File: src/rtl/branch_pkg.sv
// rtl/branch_pkg.sv - shared kinds, condition codes and payload types for branch resolution
package branch_pkg;

    typedef enum logic [1:0] {
        BR   = 2'd0,
        JAL  = 2'd1,
        JALR = 2'd2
    } br_kind_e;

    localparam logic [2:0] F3_BEQ  = 3'd0;
    localparam logic [2:0] F3_BNE  = 3'd1;
    localparam logic [2:0] F3_BLT  = 3'd4;
    localparam logic [2:0] F3_BGE  = 3'd5;
    localparam logic [2:0] F3_BLTU = 3'd6;
    localparam logic [2:0] F3_BGEU = 3'd7;

    // Per-entry status bits carried alongside the target/link/redirect words.
    typedef struct packed {
        logic taken;
        logic illegal;
        logic misaligned;
        logic mispredict;
    } br_flags_t;

    // Only a taken transfer can fault; the alignment rule depends on compressed support.
    function automatic logic target_misaligned(input logic taken, input logic [1:0] lo,
                                               input logic c_ext);
        return taken & (c_ext ? lo[0] : (|lo));
    endfunction

endpackage

File: src/rtl/branch_cond.sv
// rtl/branch_cond.sv - combinational conditional-branch evaluator
module branch_cond
    import branch_pkg::*;
#(
    parameter int XLEN = 32
) (
    input  logic [2:0]      funct3_i,
    input  logic [XLEN-1:0] rs1_i,
    input  logic [XLEN-1:0] rs2_i,
    output logic            taken_o,
    output logic            illegal_o
);

    // Reserved encodings (2, 3) never take and are flagged illegal.
    always_comb begin
        taken_o   = 1'b0;
        illegal_o = 1'b0;
        case (funct3_i)
            F3_BEQ:  taken_o = (rs1_i == rs2_i);
            F3_BNE:  taken_o = (rs1_i != rs2_i);
            F3_BLT:  taken_o = ($signed(rs1_i) <  $signed(rs2_i));
            F3_BGE:  taken_o = ($signed(rs1_i) >= $signed(rs2_i));
            F3_BLTU: taken_o = (rs1_i <  rs2_i);
            F3_BGEU: taken_o = (rs1_i >= rs2_i);
            default: illegal_o = 1'b1;
        endcase
    end

endmodule

File: src/rtl/branch_resolve_unit.sv
// rtl/branch_resolve_unit.sv - pipelined branch/jump resolver; BRANCH_PERF_EN adds perf counters
module branch_resolve_unit
    import branch_pkg::*;
#(
    parameter int XLEN   = 32,
    parameter int STAGES = 1,
    parameter int C_EXT  = 0,
    parameter int CNT_W  = 32
) (
    input  logic             clk,
    input  logic             rst,
    input  logic             flush,
    input  logic             in_valid,
    output logic             in_ready,
    input  logic [1:0]       in_kind,
    input  logic [2:0]       in_funct3,
    input  logic [XLEN-1:0]  in_rs1,
    input  logic [XLEN-1:0]  in_rs2,
    input  logic [XLEN-1:0]  in_pc,
    input  logic [XLEN-1:0]  in_imm,
    input  logic             in_pred_taken,
    input  logic [XLEN-1:0]  in_pred_target,
    output logic             out_valid,
    input  logic             out_ready,
    output logic             out_taken,
    output logic [XLEN-1:0]  out_target,
    output logic [XLEN-1:0]  out_link,
    output logic             out_mispredict,
    output logic [XLEN-1:0]  out_redirect_pc,
    output logic             out_illegal,
    output logic             out_misaligned
`ifdef BRANCH_PERF_EN
    ,
    output logic [CNT_W-1:0] perf_resolved,
    output logic [CNT_W-1:0] perf_taken,
    output logic [CNT_W-1:0] perf_mispredict
`endif
);

    // Front end: direction, target and link straight from the operands.
    logic            cond_taken, cond_illegal;
    logic            taken_c, illegal_c;
    logic [XLEN-1:0] pc_plus_imm, jalr_sum, target_c, link_c;

    assign pc_plus_imm = in_pc + in_imm;
    assign jalr_sum    = in_rs1 + in_imm;
    assign link_c      = in_pc + {{(XLEN-3){1'b0}}, 3'b100};

    branch_cond #(.XLEN(XLEN)) u_cond (
        .funct3_i  (in_funct3),
        .rs1_i     (in_rs1),
        .rs2_i     (in_rs2),
        .taken_o   (cond_taken),
        .illegal_o (cond_illegal)
    );

    // Select direction/target by kind; unknown kinds resolve like a conditional branch.
    always_comb begin
        taken_c   = cond_taken;
        illegal_c = cond_illegal;
        target_c  = pc_plus_imm;
        case (br_kind_e'(in_kind))
            JAL: begin
                taken_c   = 1'b1;
                illegal_c = 1'b0;
            end
            JALR: begin
                taken_c   = 1'b1;
                illegal_c = 1'b0;
                target_c  = {jalr_sum[XLEN-1:1], 1'b0};
            end
            default: ;
        endcase
    end

    // Finish inputs: from the front end (1 stage) or from the stage-0 register (2 stages).
    logic            f_taken, f_illegal, f_pt;
    logic [XLEN-1:0] f_target, f_link, f_ptg;
    br_flags_t       fin_flags;
    logic [XLEN-1:0] fin_redirect;

    // Exceptions take priority over misprediction; a faulting entry never redirects as a mispredict.
    always_comb begin
        fin_flags.taken      = f_taken;
        fin_flags.illegal    = f_illegal;
        fin_flags.misaligned = target_misaligned(f_taken, f_target[1:0], C_EXT != 0);
        fin_flags.mispredict = ((f_taken != f_pt) | (f_taken & f_pt & (f_target != f_ptg)))
                               & ~f_illegal & ~fin_flags.misaligned;
        fin_redirect         = f_taken ? f_target : f_link;
    end

    // Output stage registers.
    logic            out_valid_q, out_valid_d;
    br_flags_t       out_flags_q, out_flags_d;
    logic [XLEN-1:0] out_target_q, out_target_d;
    logic [XLEN-1:0] out_link_q, out_link_d;
    logic [XLEN-1:0] out_redir_q, out_redir_d;
    logic            out_load, drain, accept;

    assign out_valid = out_valid_q & ~flush;
    assign drain     = out_valid & out_ready;
    assign accept    = in_valid & in_ready;

    if (STAGES == 2) begin : g_two
        logic            s0_valid_q, s0_valid_d;
        logic            s0_taken_q, s0_taken_d, s0_illegal_q, s0_illegal_d;
        logic            s0_pt_q, s0_pt_d;
        logic [XLEN-1:0] s0_target_q, s0_target_d, s0_link_q, s0_link_d;
        logic [XLEN-1:0] s0_ptg_q, s0_ptg_d;
        logic            s0_adv;

        assign s0_adv   = ~out_valid_q | drain;
        assign in_ready = (~s0_valid_q | s0_adv) & ~flush;
        assign out_load = s0_valid_q & s0_adv & ~flush;

        // Stage 0 captures condition/target/link plus the prediction it is checked against.
        always_comb begin
            s0_valid_d   = s0_valid_q;
            s0_taken_d   = s0_taken_q;
            s0_illegal_d = s0_illegal_q;
            s0_pt_d      = s0_pt_q;
            s0_target_d  = s0_target_q;
            s0_link_d    = s0_link_q;
            s0_ptg_d     = s0_ptg_q;
            if (flush) begin
                s0_valid_d = 1'b0;
            end else begin
                if (out_load) s0_valid_d = 1'b0;
                if (accept) begin
                    s0_valid_d   = 1'b1;
                    s0_taken_d   = taken_c;
                    s0_illegal_d = illegal_c;
                    s0_pt_d      = in_pred_taken;
                    s0_target_d  = target_c;
                    s0_link_d    = link_c;
                    s0_ptg_d     = in_pred_target;
                end
            end
        end

        // Stage 0 state register.
        always_ff @(posedge clk) begin
            if (rst) begin
                s0_valid_q   <= 1'b0;
                s0_taken_q   <= 1'b0;
                s0_illegal_q <= 1'b0;
                s0_pt_q      <= 1'b0;
                s0_target_q  <= '0;
                s0_link_q    <= '0;
                s0_ptg_q     <= '0;
            end else begin
                s0_valid_q   <= s0_valid_d;
                s0_taken_q   <= s0_taken_d;
                s0_illegal_q <= s0_illegal_d;
                s0_pt_q      <= s0_pt_d;
                s0_target_q  <= s0_target_d;
                s0_link_q    <= s0_link_d;
                s0_ptg_q     <= s0_ptg_d;
            end
        end

        assign f_taken   = s0_taken_q;
        assign f_illegal = s0_illegal_q;
        assign f_pt      = s0_pt_q;
        assign f_target  = s0_target_q;
        assign f_link    = s0_link_q;
        assign f_ptg     = s0_ptg_q;
    end else if (STAGES == 1) begin : g_one
        assign in_ready  = (~out_valid_q | drain) & ~flush;
        assign out_load  = accept;
        assign f_taken   = taken_c;
        assign f_illegal = illegal_c;
        assign f_pt      = in_pred_taken;
        assign f_target  = target_c;
        assign f_link    = link_c;
        assign f_ptg     = in_pred_target;
    end else begin : g_bad
        $error("branch_resolve_unit: STAGES must be 1 or 2");
    end

    // Output stage: load on advance, clear on drain or flush, otherwise hold stable.
    always_comb begin
        out_valid_d  = out_valid_q;
        out_flags_d  = out_flags_q;
        out_target_d = out_target_q;
        out_link_d   = out_link_q;
        out_redir_d  = out_redir_q;
        if (flush) begin
            out_valid_d = 1'b0;
        end else if (out_load) begin
            out_valid_d  = 1'b1;
            out_flags_d  = fin_flags;
            out_target_d = f_target;
            out_link_d   = f_link;
            out_redir_d  = fin_redirect;
        end else if (drain) begin
            out_valid_d = 1'b0;
        end
    end

    // Output state register.
    always_ff @(posedge clk) begin
        if (rst) begin
            out_valid_q  <= 1'b0;
            out_flags_q  <= '0;
            out_target_q <= '0;
            out_link_q   <= '0;
            out_redir_q  <= '0;
        end else begin
            out_valid_q  <= out_valid_d;
            out_flags_q  <= out_flags_d;
            out_target_q <= out_target_d;
            out_link_q   <= out_link_d;
            out_redir_q  <= out_redir_d;
        end
    end

    assign out_taken       = out_flags_q.taken;
    assign out_illegal     = out_flags_q.illegal;
    assign out_misaligned  = out_flags_q.misaligned;
    assign out_mispredict  = out_flags_q.mispredict;
    assign out_target      = out_target_q;
    assign out_link        = out_link_q;
    assign out_redirect_pc = out_redir_q;

`ifdef BRANCH_PERF_EN
    localparam logic [CNT_W-1:0] CNT_ONE = {{(CNT_W-1){1'b0}}, 1'b1};
    logic [CNT_W-1:0] cnt_res_q, cnt_res_d, cnt_tkn_q, cnt_tkn_d, cnt_mp_q, cnt_mp_d;

    // Saturating event counters; flush does not touch them.
    always_comb begin
        cnt_res_d = cnt_res_q;
        cnt_tkn_d = cnt_tkn_q;
        cnt_mp_d  = cnt_mp_q;
        if (drain) begin
            if (cnt_res_q != '1)                   cnt_res_d = cnt_res_q + CNT_ONE;
            if (out_taken & (cnt_tkn_q != '1))     cnt_tkn_d = cnt_tkn_q + CNT_ONE;
            if (out_mispredict & (cnt_mp_q != '1)) cnt_mp_d  = cnt_mp_q + CNT_ONE;
        end
    end

    // Counter state register.
    always_ff @(posedge clk) begin
        if (rst) begin
            cnt_res_q <= '0;
            cnt_tkn_q <= '0;
            cnt_mp_q  <= '0;
        end else begin
            cnt_res_q <= cnt_res_d;
            cnt_tkn_q <= cnt_tkn_d;
            cnt_mp_q  <= cnt_mp_d;
        end
    end

    assign perf_resolved   = cnt_res_q;
    assign perf_taken      = cnt_tkn_q;
    assign perf_mispredict = cnt_mp_q;
`endif

endmodule

File: config.mk
export PLATFORM = sky130hd
export DESIGN_NAME = branch_resolve_unit
export DESIGN_NICKNAME = d
export VERILOG_FILES = /design/src/rtl/branch_pkg.sv /design/src/rtl/branch_cond.sv /design/src/rtl/branch_resolve_unit.sv
export SDC_FILE = /design/constraint.sdc
export NUM_CORES = 1
export LEC_CHECK = 0
export ABC_AREA = 1
export BUFFER_PORTS_ARGS = -buffer_cell sky130_fd_sc_hd__buf_2
export CAP_MARGIN = 20
export CORE_MARGIN = 2
export CORE_UTILIZATION = 52
export CTS_CLUSTER_DIAMETER = 30
export DETAILED_ROUTE_END_ITERATION = 7
export GPL_ROUTABILITY_DRIVEN = 0
export PLACE_DENSITY_LB_ADDON = 0.2
export SETUP_SLACK_MARGIN = 0.2
export SLEW_MARGIN = 5
export SYNTH_ARGS = -nofsm -noshare
export SYNTH_HDL_FRONTEND = slang
export SYNTH_HIERARCHICAL = 1
export SYNTH_SLANG_ARGS = --single-unit
File: constraint.sdc
create_clock -name clk -period 3.6 [get_ports clk]
set_input_delay 0.54 -clock clk [delete_from_list [all_inputs] [get_ports clk]]
set_output_delay 0.54 -clock clk [all_outputs]
set_load 0.01 [all_outputs]
After elaboration in Yosys (flattened, before gate mapping) --
Cells that the tools add are included.
Word-level totals: bits in registers 101, bits in latches 0, memory bits (writable) 0, bits in read-only memories 0, bits of input ports 171, memories 0
Operators by class: add/subtract/negate cells 3, multipliers 0, divide/modulo/power cells 0, order comparisons 4, equal/unequal tests 11, shift-type cells 0, muxes and demuxes 8, bitwise gates (word level) 15, reductions and logical operators 7
Operator list (count):
- adder 32 bit | 2
- greater-or-equal comparator 32 bit | 2
- less-than comparator 32 bit | 2
- two-way mux 32 bit | 2
- inequality test 32 bit | 2
- adder 32 x 3 -> 32 bit, second input constant | 1
- == test 32 bit | 1
- == test 3 bit, second input constant | 4
- AND 1 bit | 9
- case mux 1 bit (6 select lines) | 1
- OR reduction 2 bit | 3
- OR reduction 6 bit | 1
- two-way mux 1 bit | 5
- inverter 1 bit | 4
- == test 3 x 1 -> 1 bit, second input constant | 1
- zero test 3 bit | 1
- == test 2 x 1 -> 1 bit, second input constant | 1
- == test 2 bit, second input constant | 1
- bitwise OR 1 bit | 2
- AND reduction 2 bit | 1
- nonzero test 2 bit | 1
- inequality test 1 bit | 1

Logic depth before layout (Yosys ltp) --
Gate-level depths: netlist of run 1.
word-level depth 8, mapped depth 25, gate-level depth less buffers 24

Modules after synthesis --
Netlist of run 1, hierarchy kept.
Modules (own cells, without submodules):
- branch_resolve_unit | instances 1, cells each 1884, area each 10329.9 sq um, sequential area each 2021.9 sq um
- branch_cond | instances 1, cells each 169, area each 1001.0 sq um, sequential area each 0.0 sq um

Least setup slack after synthesis of run 1 --
No wires, ideal clock.
path type input -> register, from input in_rs2[23], to register out_redir_q[16] (netlist: out_redirect_pc[16]), setup time 0.074 ns, arrival time 2.956 ns, data required time 3.526 ns, setup slack 0.570 ns, stages on the path 21, path buffers 1, path through inv_1 ha_1 nand2_1 nor2_1 nand4_2 nor2_4 nand2_2 nand4_2 nand2_1 clkinv_1 nand2_1 nor2_1 nand3_1 nor2_1 clkinv_1 nor2_1 inv_1 clkbuf_1 a21oi_1 nand2_1 o21ai_0
On the way: word-level cells in the longest chain between the ends 4
Ends and longest elaborated chain:
- from (decl) | line branch_resolve_unit.sv:18 | input logic [XLEN-1:0] in_rs2,
- greater-or-equal comparator 32 bit, or another cell as far along | line branch_cond.sv:24 | F3_BGEU: taken_o = (rs1_i >= rs2_i);
- case mux 1 bit (6 select lines) (*) | line branch_cond.sv:18 | case (funct3_i)
- named net cond_taken | line branch_resolve_unit.sv:41 | logic cond_taken, cond_illegal;
- two-way mux 1 bit (*) | line branch_resolve_unit.sv:62 | case (br_kind_e'(in_kind))
- named net f_taken | line branch_resolve_unit.sv:77 | logic f_taken, f_illegal, f_pt;
- two-way mux 32 bit (*) | line branch_resolve_unit.sv:89 | fin_redirect = f_taken ? f_target : f_link;
- to (signal assigned) | line branch_resolve_unit.sv:214 | out_redir_q <= out_redir_d;
- to (decl) | line branch_resolve_unit.sv:97 | logic [XLEN-1:0] out_redir_q, out_redir_d;
The timed path passes the listed nets; every way through them passes the cells marked *. A chain may end at the register's enable or synchronous reset.

Worst setup path in the final report of run 1 --
from input in_pc[0], to register out_flags_q (netlist bit out_mispredict)
On the way: word-level cells in the longest chain between the ends 7
Ends and longest elaborated chain:
- from (decl) | line branch_resolve_unit.sv:19 | input logic [XLEN-1:0] in_pc,
- adder 32 bit (*) | line branch_resolve_unit.sv:45 | assign pc_plus_imm = in_pc + in_imm;
- two-way mux 32 bit (*) | line branch_resolve_unit.sv:62
- inequality test 32 bit | line branch_resolve_unit.sv:87 | fin_flags.mispredict = ((f_taken != f_pt) | (f_taken & f_pt & (f_target != f_ptg)))
- AND 1 bit | line branch_resolve_unit.sv:87
- bitwise OR 1 bit | line branch_resolve_unit.sv:87
- AND 1 bit | line branch_resolve_unit.sv:88 | & ~f_illegal & ~fin_flags.misaligned;
- AND 1 bit (*) | line branch_resolve_unit.sv:88
- to (signal assigned) | line branch_resolve_unit.sv:211 | out_flags_q <= out_flags_d;
- to (decl) | line branch_resolve_unit.sv:94 | br_flags_t out_flags_q, out_flags_d;
Mark *: on every way between the ends. The rest lies on a longest branch, timed or not.

==> results.ini, run 1 <==
[logic_synthesis]
ys_ff_latch=101
synthTopCellsByArea=nand2_1 (24%), dfxtp_1 (18%), inv_1 (12%), ha_1 (11%), nand3_1 (8.2%)
syn-cell-area_sq_mm=0.01133
synth-async-reset-ratio_pct=0
ys.flop_type=dfxtp_1
synth_edf_count=0
synth.largest_area_cell=nand2_1
synth.top_cell.area_share_pct=23.98
synthCells=2053
syn_area_per_cell_sq_um=5.519
ys_warn_count=6
syn_nets=2322
yosysSeqAreaShare_pct=17.84
ys_types=47

[finish]
layout_common_cells=nand2_1 (723), inv_1 (373), buf_2 (272)
layout_commonest_cell=nand2_1
fin_area_sq_mm=0.01336
nNetsFinal=2579
synthToLayoutAreaGrowth_pct=17.87
drive_above_1_share_pct=14.69

[sta]
final-max-slew-violation-count=0
setup_tns_ns=0
setup_viol=0
fmax_mhz=316.9
finalHoldViolCount=0
hold-worst-slack_ns=0.3906
slew_headroom_pct=41.63
worstMarginPinSlew_ns=0.8745
fin_crit_sh_pct=87.66
layout_min_cycle_time_ns=3.156
skew_ns=0.006448
rsz0062_at_grt=true

[flow_run]
cap_viol_max_count=0

[floorplan]
dieArea_sq_mm=0.02299
fp.dieW_um=151.6
coreArea_sq_mm=0.02162
start_util_pct=52.41
ios=273
num_rows=54
die_h_um=151.6

[clock_network]
htreeDepth=3
insertion_delay_ns=0.34
clock-sinks=101
cts_setup_buffers=0
hold_buffers=0
cts_buffers=9
clkTransAtPathRegs_ns=0.06
cts_tree=yes
post_cts_resized=0
cts.path.max_buffers=2
cts-root-buf=clkbuf_16

[global_route]
grt_max_degree=55
grt_first_pass_wirelength_mm=57.97
track_usage_pct=32.29
grt_overflow_total=0
grt_pass1_vias=11921
grt_antenna_before_repair=9

[setup_path]
setup.worst_path.end_class=flip-flop
crit_slowest_cell=fa_1
cp.arrival_ns=3.36
critPathKind=primary input to flip-flop
worstPathRequired_ns=3.80
critPathLaunchType=primary input
cp_max_fo=3
path_buf_inv=3
path_delay_family=simple AND/OR/NAND/NOR gates
ff2ff_path_depth=10
crit_chain=buf_2, ha_1, fa_1, inv_1, o21ai_0, inv_1, nand2_1, nand3_1, nor2_1, nand2_1, nor2_1, nand2_1, nor2_1, nand3_1, nor2_1, nand3_1, nor2_1, nand2_1, nand2_1, nand2_1, nand2_1, a21oi_1
cp_slowest_stage_delay_ns=0.49
crit_top_cell=nand2_1
crit_cells=22

[run_status]
status=complete, no violations

[min_path]
holdPathStages=2
worstHoldPathType=primary input to flip-flop

[routing]
routed_wl_mm=38.48
via_per_inst=5.276
drt-initial-drc-count=919
num_vias=13727
avgRoutedWirePerCell_um=14.79
postRouteAntennaNets=0
firstDrtPassIters=6
post-route-drc-count=0

[placed_design]
placed_area_sq_mm=0.01301
port_buffers=272
dp_hpwl_mm=32.44

[power_and_ir_drop]
power.leakage_nw=8.166
powerDensity_mw_per_mm2=300.7
peakVddDrop_v=0.0003066

## path summary, 6_finish.rpt
| check | start | to | slack [ns] |
|---|---|---|---|
| setup / recovery | in_pc[0] | out_mispredict | 0.44 |
| hold / removal | flush | out_valid_q | 0.39 |
| setup reg to reg | out_valid_q | out_link[24] | 1.34 |
| hold reg to reg | out_mispredict | out_mispredict | 0.47 |
## flip-flops by register name (all words and copies together), names as in the netlist
register         count
out_target          32
out_valid_q          1
out_taken            1
out_misaligned       1
out_link            32
out_illegal          1
out_mispredict       1
out_redirect_pc     32
## synth_stat cells (all sizes together), types with 8 or more instances
library cell / number
o211ai: 23
a21oi: 90
dfxtp: 101
a31oi: 8
inv: 377
nand3: 189
ha: 96
xor2: 18
nor2: 197
nor3: 17
o21ai: 70
clkbuf: 30
nand2: 729
nand4: 27
nand3b: 24
xnor2: 9
buf: 10
## power by group
| group | total, W | internal, W | switching (W) |
|---|---|---|---|
| logic | 0.00171 | 0.000595 | 0.00111 |
| clock network | 0.00105 | 0.000645 | 0.000409 |
| registers | 0.00126 | 0.00120 | 0.0000514 |
## final cells by class
class,count,area [sq um]
Fill cell,2182,8265
Inverter,380,1426
Antenna cell,8,20.02
Tap cell,280,350.3
Multi-Input combinational cell,1532,7732
Sequential cell,101,2022
Clock inverter,3,68.82
Timing Repair Buffer,286,1479
Clock buffer,12,256.5
## stage by stage
step	setup WS (ns)	std cells	power, W	utilization, %
3_5_place_dp	0.1508	2579	0.002948	60.17
5_1_grt	0.1998	2598	0.004278	61.72
4_1_cts	0.5082	2594	0.003993	61.68
6_report	0.4442	2602	0.004016	61.77
2_1_floorplan	0.5697	2053	0.002376	-
3_3_place_gp	0.2302	2579	0.002913	60.17
## routing by layer
layer | vias up | share of wire [%] | track usage [%]
met4 | 6 | 3.4 | 12.36
li1 | 6977 | - | -
met1 | 6046 | 43 | 43.16
met2 | 613 | 45 | 53.87
met5 | - | 0.10 | 0
met3 | 85 | 8.9 | 3.084
## cells by family after synthesis
logic type,count (synthesis),share of synthesized area [%]
compound gates,209,10.28
xor+xnor,27,2.087
fa+ha+maj,98,10.95
buf+inv,420,13.94
flops,101,17.84
simple gates,1198,44.90
Note: power is estimated with default switching activity, not from simulation.
==> run 2: changes to the inputs <==
- BUFFER_PORTS_ARGS: -buffer_cell sky130_fd_sc_hd__buf_2 -> default
- DONT_BUFFER_PORTS: default -> 1
- SLEW_MARGIN: 5 -> 10
==> run 2 against run 1 <==
Net effect: clock power decreased by 16%; global-route usage decreased by 0.59 points; clock skew grew 0.0012 ns; critical path depth down 1; maximum frequency is 2.4% higher; combinational power fell by 18%; core utilization fell by 6.8 points; clock-buffer cell count is 1 lower; sequential share of layout area up 1.9 points; worst hold slack got worse by 0.12 ns; highest routed layer is now met4; die area is the same.
==> results.ini, run 2 (same netlist as run 1, synthesis figures left out) <==
[flow_run]
cap_viol_max_count=0  ; unchanged

[finish]
nNetsFinal=2303  ; was 2579
layout_common_cells=nand2_1 (723), inv_1 (373), nor2_1 (187)  ; was nand2_1 (723), inv_1 (373), buf_2 (272)
layout_commonest_cell=nand2_1  ; unchanged
synthToLayoutAreaGrowth_pct=4.925  ; was 17.87%
antenna_cells=0  ; was 8
drive_above_1_share_pct=3.189  ; was 14.69%

[routing]
via_per_inst=5.379  ; was 5.276
routed_wl_mm=37.22  ; was 38.48 mm
num_vias=12469  ; was 13727
postRouteAntennaNets=0  ; unchanged
firstDrtPassIters=5  ; was 6
post-route-drc-count=0  ; unchanged
drt-initial-drc-count=876  ; was 919
avgRoutedWirePerCell_um=16.06  ; was 14.79 um

[floorplan]
fp.dieW_um=151.6  ; unchanged
start_util_pct=52.41  ; unchanged
coreArea_sq_mm=0.02162  ; unchanged
dieArea_sq_mm=0.02299  ; unchanged
num_rows=54  ; unchanged
die_h_um=151.6  ; unchanged
ios=273  ; unchanged

[sta]
finalHoldViolCount=0  ; unchanged
skew_ns=0.007669  ; was 0.006448 ns
final.setup.worst_slack_ns=0.5193  ; was 0.4442 ns
rsz0062_at_grt=false  ; was true
setup_viol=0  ; unchanged
fmax_mhz=324.6  ; was 316.9 MHz
slew_headroom_pct=57.11  ; was 41.63%
worstMarginPinSlew_ns=0.6434  ; was 0.8745 ns
layout_min_cycle_time_ns=3.081  ; was 3.156 ns
final-max-slew-violation-count=0  ; unchanged
setup_tns_ns=0  ; unchanged
fin_crit_sh_pct=85.58  ; was 87.66%

[setup_path]
crit_slowest_cell=ha_1  ; was fa_1
path_buf_inv=5  ; was 3
path_delay_family=simple AND/OR/NAND/NOR gates  ; unchanged
worstPathRequired_ns=3.87  ; was 3.80 ns
critPathLaunchType=primary input  ; unchanged
crit_chain=inv_1, ha_1, nand2_1, nor2_1, nand4_1, nor2_1, nand2_2, nand4_2, nand2_1, clkinv_1, nand2_1, nor2_1, nand3_1, nor2_1, buf_4, clkinv_1, nor2_1, inv_1, o21ai_0, o21ai_1, a21oi_1  ; was buf_2, ha_1, fa_1, inv_1, o21ai_0, inv_1, nand2_1, nand3_1, nor2_1, nand2_1, nor2_1, nand2_1, nor2_1, nand3_1, nor2_1, nand3_1, nor2_1, nand2_1, nand2_1, nand2_1, nand2_1, a21oi_1
crit_top_cell=nor2_1  ; was nand2_1
cp.arrival_ns=3.35  ; was 3.36 ns
critPathKind=primary input to flip-flop  ; unchanged
cp_max_fo=15  ; was 3
cp_slowest_stage_delay_ns=0.28  ; was 0.49 ns
setup.worst_path.end_class=flip-flop  ; unchanged

[global_route]
grt_max_degree=68  ; was 55
grt_antenna_before_repair=0  ; was 9
grt_first_pass_wirelength_mm=56.79  ; was 57.97 mm
grt_pass1_vias=11154  ; was 11921
grt_overflow_total=0  ; unchanged
track_usage_pct=31.69  ; was 32.29%

[clock_network]
cts-root-buf=clkbuf_16  ; unchanged
clock-sinks=101  ; unchanged
cts.path.max_buffers=2  ; unchanged
cts_buffers=9  ; unchanged
htreeDepth=3  ; unchanged
clkTransAtPathRegs_ns=0.07  ; was 0.06 ns
insertion_delay_ns=0.34  ; about the same
cts_tree=yes  ; unchanged
cts_setup_buffers=0  ; unchanged

[power_and_ir_drop]
powerDensity_mw_per_mm2=302.3  ; was 300.7 mW/mm^2
power_w=0.003594  ; was 0.004016 W
power.leakage_nw=6.918  ; was 8.166 nW
peakVddDrop_v=0.0002406  ; was 0.0003066 V

[run_status]
status=complete, no violations  ; unchanged

[placed_design]
post-place-ws_ns=-0.1139  ; was 0.1508 ns
port_buffers=0  ; was 272
dp_hpwl_mm=31.65  ; was 32.44 mm

[min_path]
worstHoldPathType=primary input to flip-flop  ; unchanged

## run 2: area by class of cell
class / count / area, sq um
fill: 2362 / 9732
clock inverter: 4 / 25.02
tap: 280 / 350.3
clock buffer: 11 / 242.7
multi-input combinational: 1532 / 7735
sequential: 101 / 2022
timing repair buffer: 10 / 87.58
inverter: 380 / 1426
## run 2: path summary, 6_finish.rpt
kind | slack, ns | depth (start not counted) | endpoint | from
setup reg to reg | 1.14 | 11 | out_redirect_pc[10] | out_valid_q
hold / removal | 0.27 | 1 | out_redirect_pc[12] | rst
hold reg to reg | 0.52 | 2 | out_redirect_pc[29] | out_redirect_pc[29]
setup / recovery | 0.52 | 21 | out_redirect_pc[25] | in_rs2[7]
## run 2: timing repair
item,CTS,global route
setup endpoints to repair,0,15
gates resized for setup,0,1
hold buffers,0,0
## run 2: layer usage
layer	GRT usage (%)	up-vias	share of wire, %
li1	-	6399	-
met1	41.95	5498	43
met2	52.71	509	45
met3	5.659	63	9.7
met4	9.352	0	2.8
met5	0	-	0
## run 2: power by group
group | internal [W] | switching (W)
sequential | 0.00120 | 0.000106
combinational | 0.000475 | 0.000926
clock | 0.000481 | 0.000400
total | 0.00216 | 0.00143
## run 2: through the flow
step           utilization (%)  cell area (sq um)  hold slack (ns)  std cells
3_3_place_gp             53.74              11620           0.4994       2303
6_report                 54.99              11890           0.2686       2318
5_1_grt                  54.99              11890           0.2555       2318
3_5_place_dp             53.74              11620           0.5059       2303
4_1_cts                  54.98              11890           0.2592       2318
2_1_floorplan                -              11330           0.4900       2053
==> run 3: changes to the inputs <==
- clock period: 3.6 -> 3.35 ns (I/O delays scaled with it)
==> run 3 against run 2 <==
Net effect: non-clock buffer count is 7 higher; via count is 0.12% higher; largest power group unchanged; clock-buffer cell count stayed put; combinational power is 9% higher; clock skew is 0.0041 ns higher; sequential power is 8% higher; flip-flop and latch count stayed put; worst setup slack worse by 0.054 ns; largest cell class unchanged; cell count is 0.35% higher.
==> results.ini, run 3 (same netlist as run 1, synthesis figures left out) <==
[flow_run]
cap_viol_max_count=0  ; unchanged

[global_route]
grt_pass1_vias=11141  ; was 11154
grt_max_degree=50  ; was 68
grt_overflow_total=0  ; unchanged
grt_first_pass_wirelength_mm=55.94  ; was 56.79 mm
track_usage_pct=31.38  ; was 31.69%
grt_antenna_before_repair=0  ; unchanged

[floorplan]
die_h_um=151.6  ; unchanged
start_util_pct=52.41  ; unchanged
fp.dieW_um=151.6  ; unchanged
dieArea_sq_mm=0.02299  ; unchanged
coreArea_sq_mm=0.02162  ; unchanged
ios=273  ; unchanged
num_rows=54  ; unchanged

[finish]
layout_commonest_cell=nand2_1  ; unchanged
utilization_pct=55.32  ; was 54.99%
synthToLayoutAreaGrowth_pct=5.566  ; was 4.925%
nNetsFinal=2310  ; was 2303
layout_common_cells=nand2_1 (723), inv_1 (372), nor2_1 (188)  ; was nand2_1 (723), inv_1 (373), nor2_1 (187)
final-seq-area_sq_mm=0.002022  ; unchanged
fill_cells=2264  ; was 2362
multiInputGateArea_sq_mm=0.007732  ; was 0.007735 sq mm
final_cells=2326  ; was 2318
drive_above_1_share_pct=3.568  ; was 3.189%
antenna_cells=0  ; unchanged

[setup_path]
critPathKind=primary input to flip-flop  ; unchanged
critPathLaunchType=primary input  ; unchanged
ff2ff_path_depth=10  ; was 11
setup.worst_path.end_class=flip-flop  ; unchanged
cp.arrival_ns=3.17  ; was 3.35 ns
rr_startpoint=out_valid_q  ; unchanged
crit_chain=inv_1, ha_1, a21oi_1, o21a_1, nand2_1, a21oi_2, nand3_1, nand2_1, inv_1, nor2_1, nand3_1, nor2_1, clkinv_1, nor2_1, buf_4, nand2_1, o211ai_1, nand2_1, inv_1  ; was inv_1, ha_1, nand2_1, nor2_1, nand4_1, nor2_1, nand2_2, nand4_2, nand2_1, clkinv_1, nand2_1, nor2_1, nand3_1, nor2_1, buf_4, clkinv_1, nor2_1, inv_1, o21ai_0, o21ai_1, a21oi_1
crit_end=out_redirect_pc[27]  ; was out_redirect_pc[25]
rr_endpoint=out_link[17]  ; was out_redirect_pc[10]
crit_top_cell=nand2_1  ; was nor2_1
crit_slowest_cell=ha_1  ; unchanged
cp-startpoint=in_rs2[29]  ; was in_rs2[7]
r2r_slack_ns=1.08  ; was 1.14 ns
cp_slowest_stage_delay_ns=0.28  ; about the same
worstPathRequired_ns=3.64  ; was 3.87 ns
cp_max_fo=15  ; unchanged

[routing]
firstDrtPassIters=5  ; unchanged
avgRoutedWirePerCell_um=15.88  ; was 16.06 um
post-route-drc-count=0  ; unchanged
postRouteAntennaNets=0  ; unchanged
via_per_inst=5.367  ; was 5.379
routed_wl_mm=36.94  ; was 37.22 mm
drt-initial-drc-count=812  ; was 876
num_vias=12484  ; was 12469

[clock_network]
clkTransAtPathRegs_ns=0.08  ; was 0.07 ns
hold_buffers=0  ; unchanged
insertion_delay_ns=0.35  ; was 0.34 ns
cts.path.max_buffers=2  ; unchanged
cts_buffers=9  ; unchanged
clock-sinks=101  ; unchanged
cts_tree=yes  ; unchanged
cts-root-buf=clkbuf_16  ; unchanged
htreeDepth=3  ; unchanged

[sta]
fin_crit_sh_pct=86.11
finalHoldViolCount=0  ; unchanged
final.setup.worst_slack_ns=0.4653  ; was 0.5193 ns
setup_viol=0  ; unchanged
fmax_mhz=346.7
worstMarginPinSlew_ns=0.4603  ; was 0.6434 ns
rsz0062_at_grt=true  ; was false
slew_headroom_pct=69.28  ; was 57.11%
skew_ns=0.01181  ; was 0.007669 ns
setup_tns_ns=0  ; unchanged
layout_min_cycle_time_ns=2.885
final-max-slew-violation-count=0  ; unchanged

[power_and_ir_drop]
powerDensity_mw_per_mm2=326.3  ; was 302.3 mW/mm^2
power_w=0.003904  ; was 0.003594 W
power.leakage_nw=6.967  ; was 6.918 nW
peakVddDrop_v=0.0002522  ; was 0.0002406 V

[placed_design]
dp_hpwl_mm=31.35  ; was 31.65 mm
port_buffers=0  ; unchanged
post-place-ws_ns=0.05259  ; was -0.1139 ns
place_inst=2310  ; was 2303

[min_path]
worstHoldPathType=primary input to flip-flop  ; unchanged

[run_status]
status=complete, no violations  ; unchanged

[run 3: critical path, delay by kind of cell]
kind / cells / cell delay (ns)
AO/OA/AOI/OAI: 4 / 0.66
adder cells (fa/ha/maj): 1 / 0.28
buffers and inverters: 5 / 0.57
AND/OR/NAND/NOR: 9 / 1.13
[run 3: area by class of cell]
cell class              count  area share [%]
well taps                 280           2.929
clock inverters             5          0.2929
repair buffers             17           1.276
clock buffers              11           2.029
flip-flops and latches    101           16.90
multi-input cells        1532           64.64
inverters                 380           11.92
[run 3: repair_timing]
action / CTS / global route
resized for setup: 0 / 2
buffers inserted: 0 / 0
setup endpoints to repair: 0 / 12
[run 3: worst min path at each step]
stage	from	endpoint	slack (ns)	cells past startpoint
after floorplan	out_mispredict	out_mispredict	0.49	2
after global placement	out_redirect_pc[29]	out_redirect_pc[29]	0.50	2
after detailed placement	out_redirect_pc[29]	out_redirect_pc[29]	0.50	2
after CTS	rst	out_target[2]	0.22	1
after global routing	rst	out_redirect_pc[1]	0.22	1
final	rst	out_redirect_pc[1]	0.22	1
[run 3: routing by layer]
| layer | global-route usage (%) | wire length [um] | vias to the layer above |
|---|---|---|---|
| li1 | - | - | 6440 |
| met3 | 5.659 | 3453 | 72 |
| met4 | 10.69 | 1241 | 0 |
| met5 | 0 | 0 | - |
| met2 | 52.76 | 16360 | 458 |
| met1 | 40.49 | 15890 | 5514 |
[run 3: power breakdown]
part           internal (W)  switching, W  leakage [nW]
Clock              0.000526      0.000453         0.136
Sequential          0.00129      0.000114         0.830
Combinational      0.000518      0.000999          6.00
Total               0.00234       0.00157          6.97
[run 3: per-stage QoR]
step / area (sq um) / hold WS [ns]
final: 11960 / 0.2234
after floorplan: 11330 / 0.4900
after global placement: 11680 / 0.5028
after detailed placement: 11680 / 0.5031
after CTS: 11960 / 0.2162
after global routing: 11960 / 0.2153
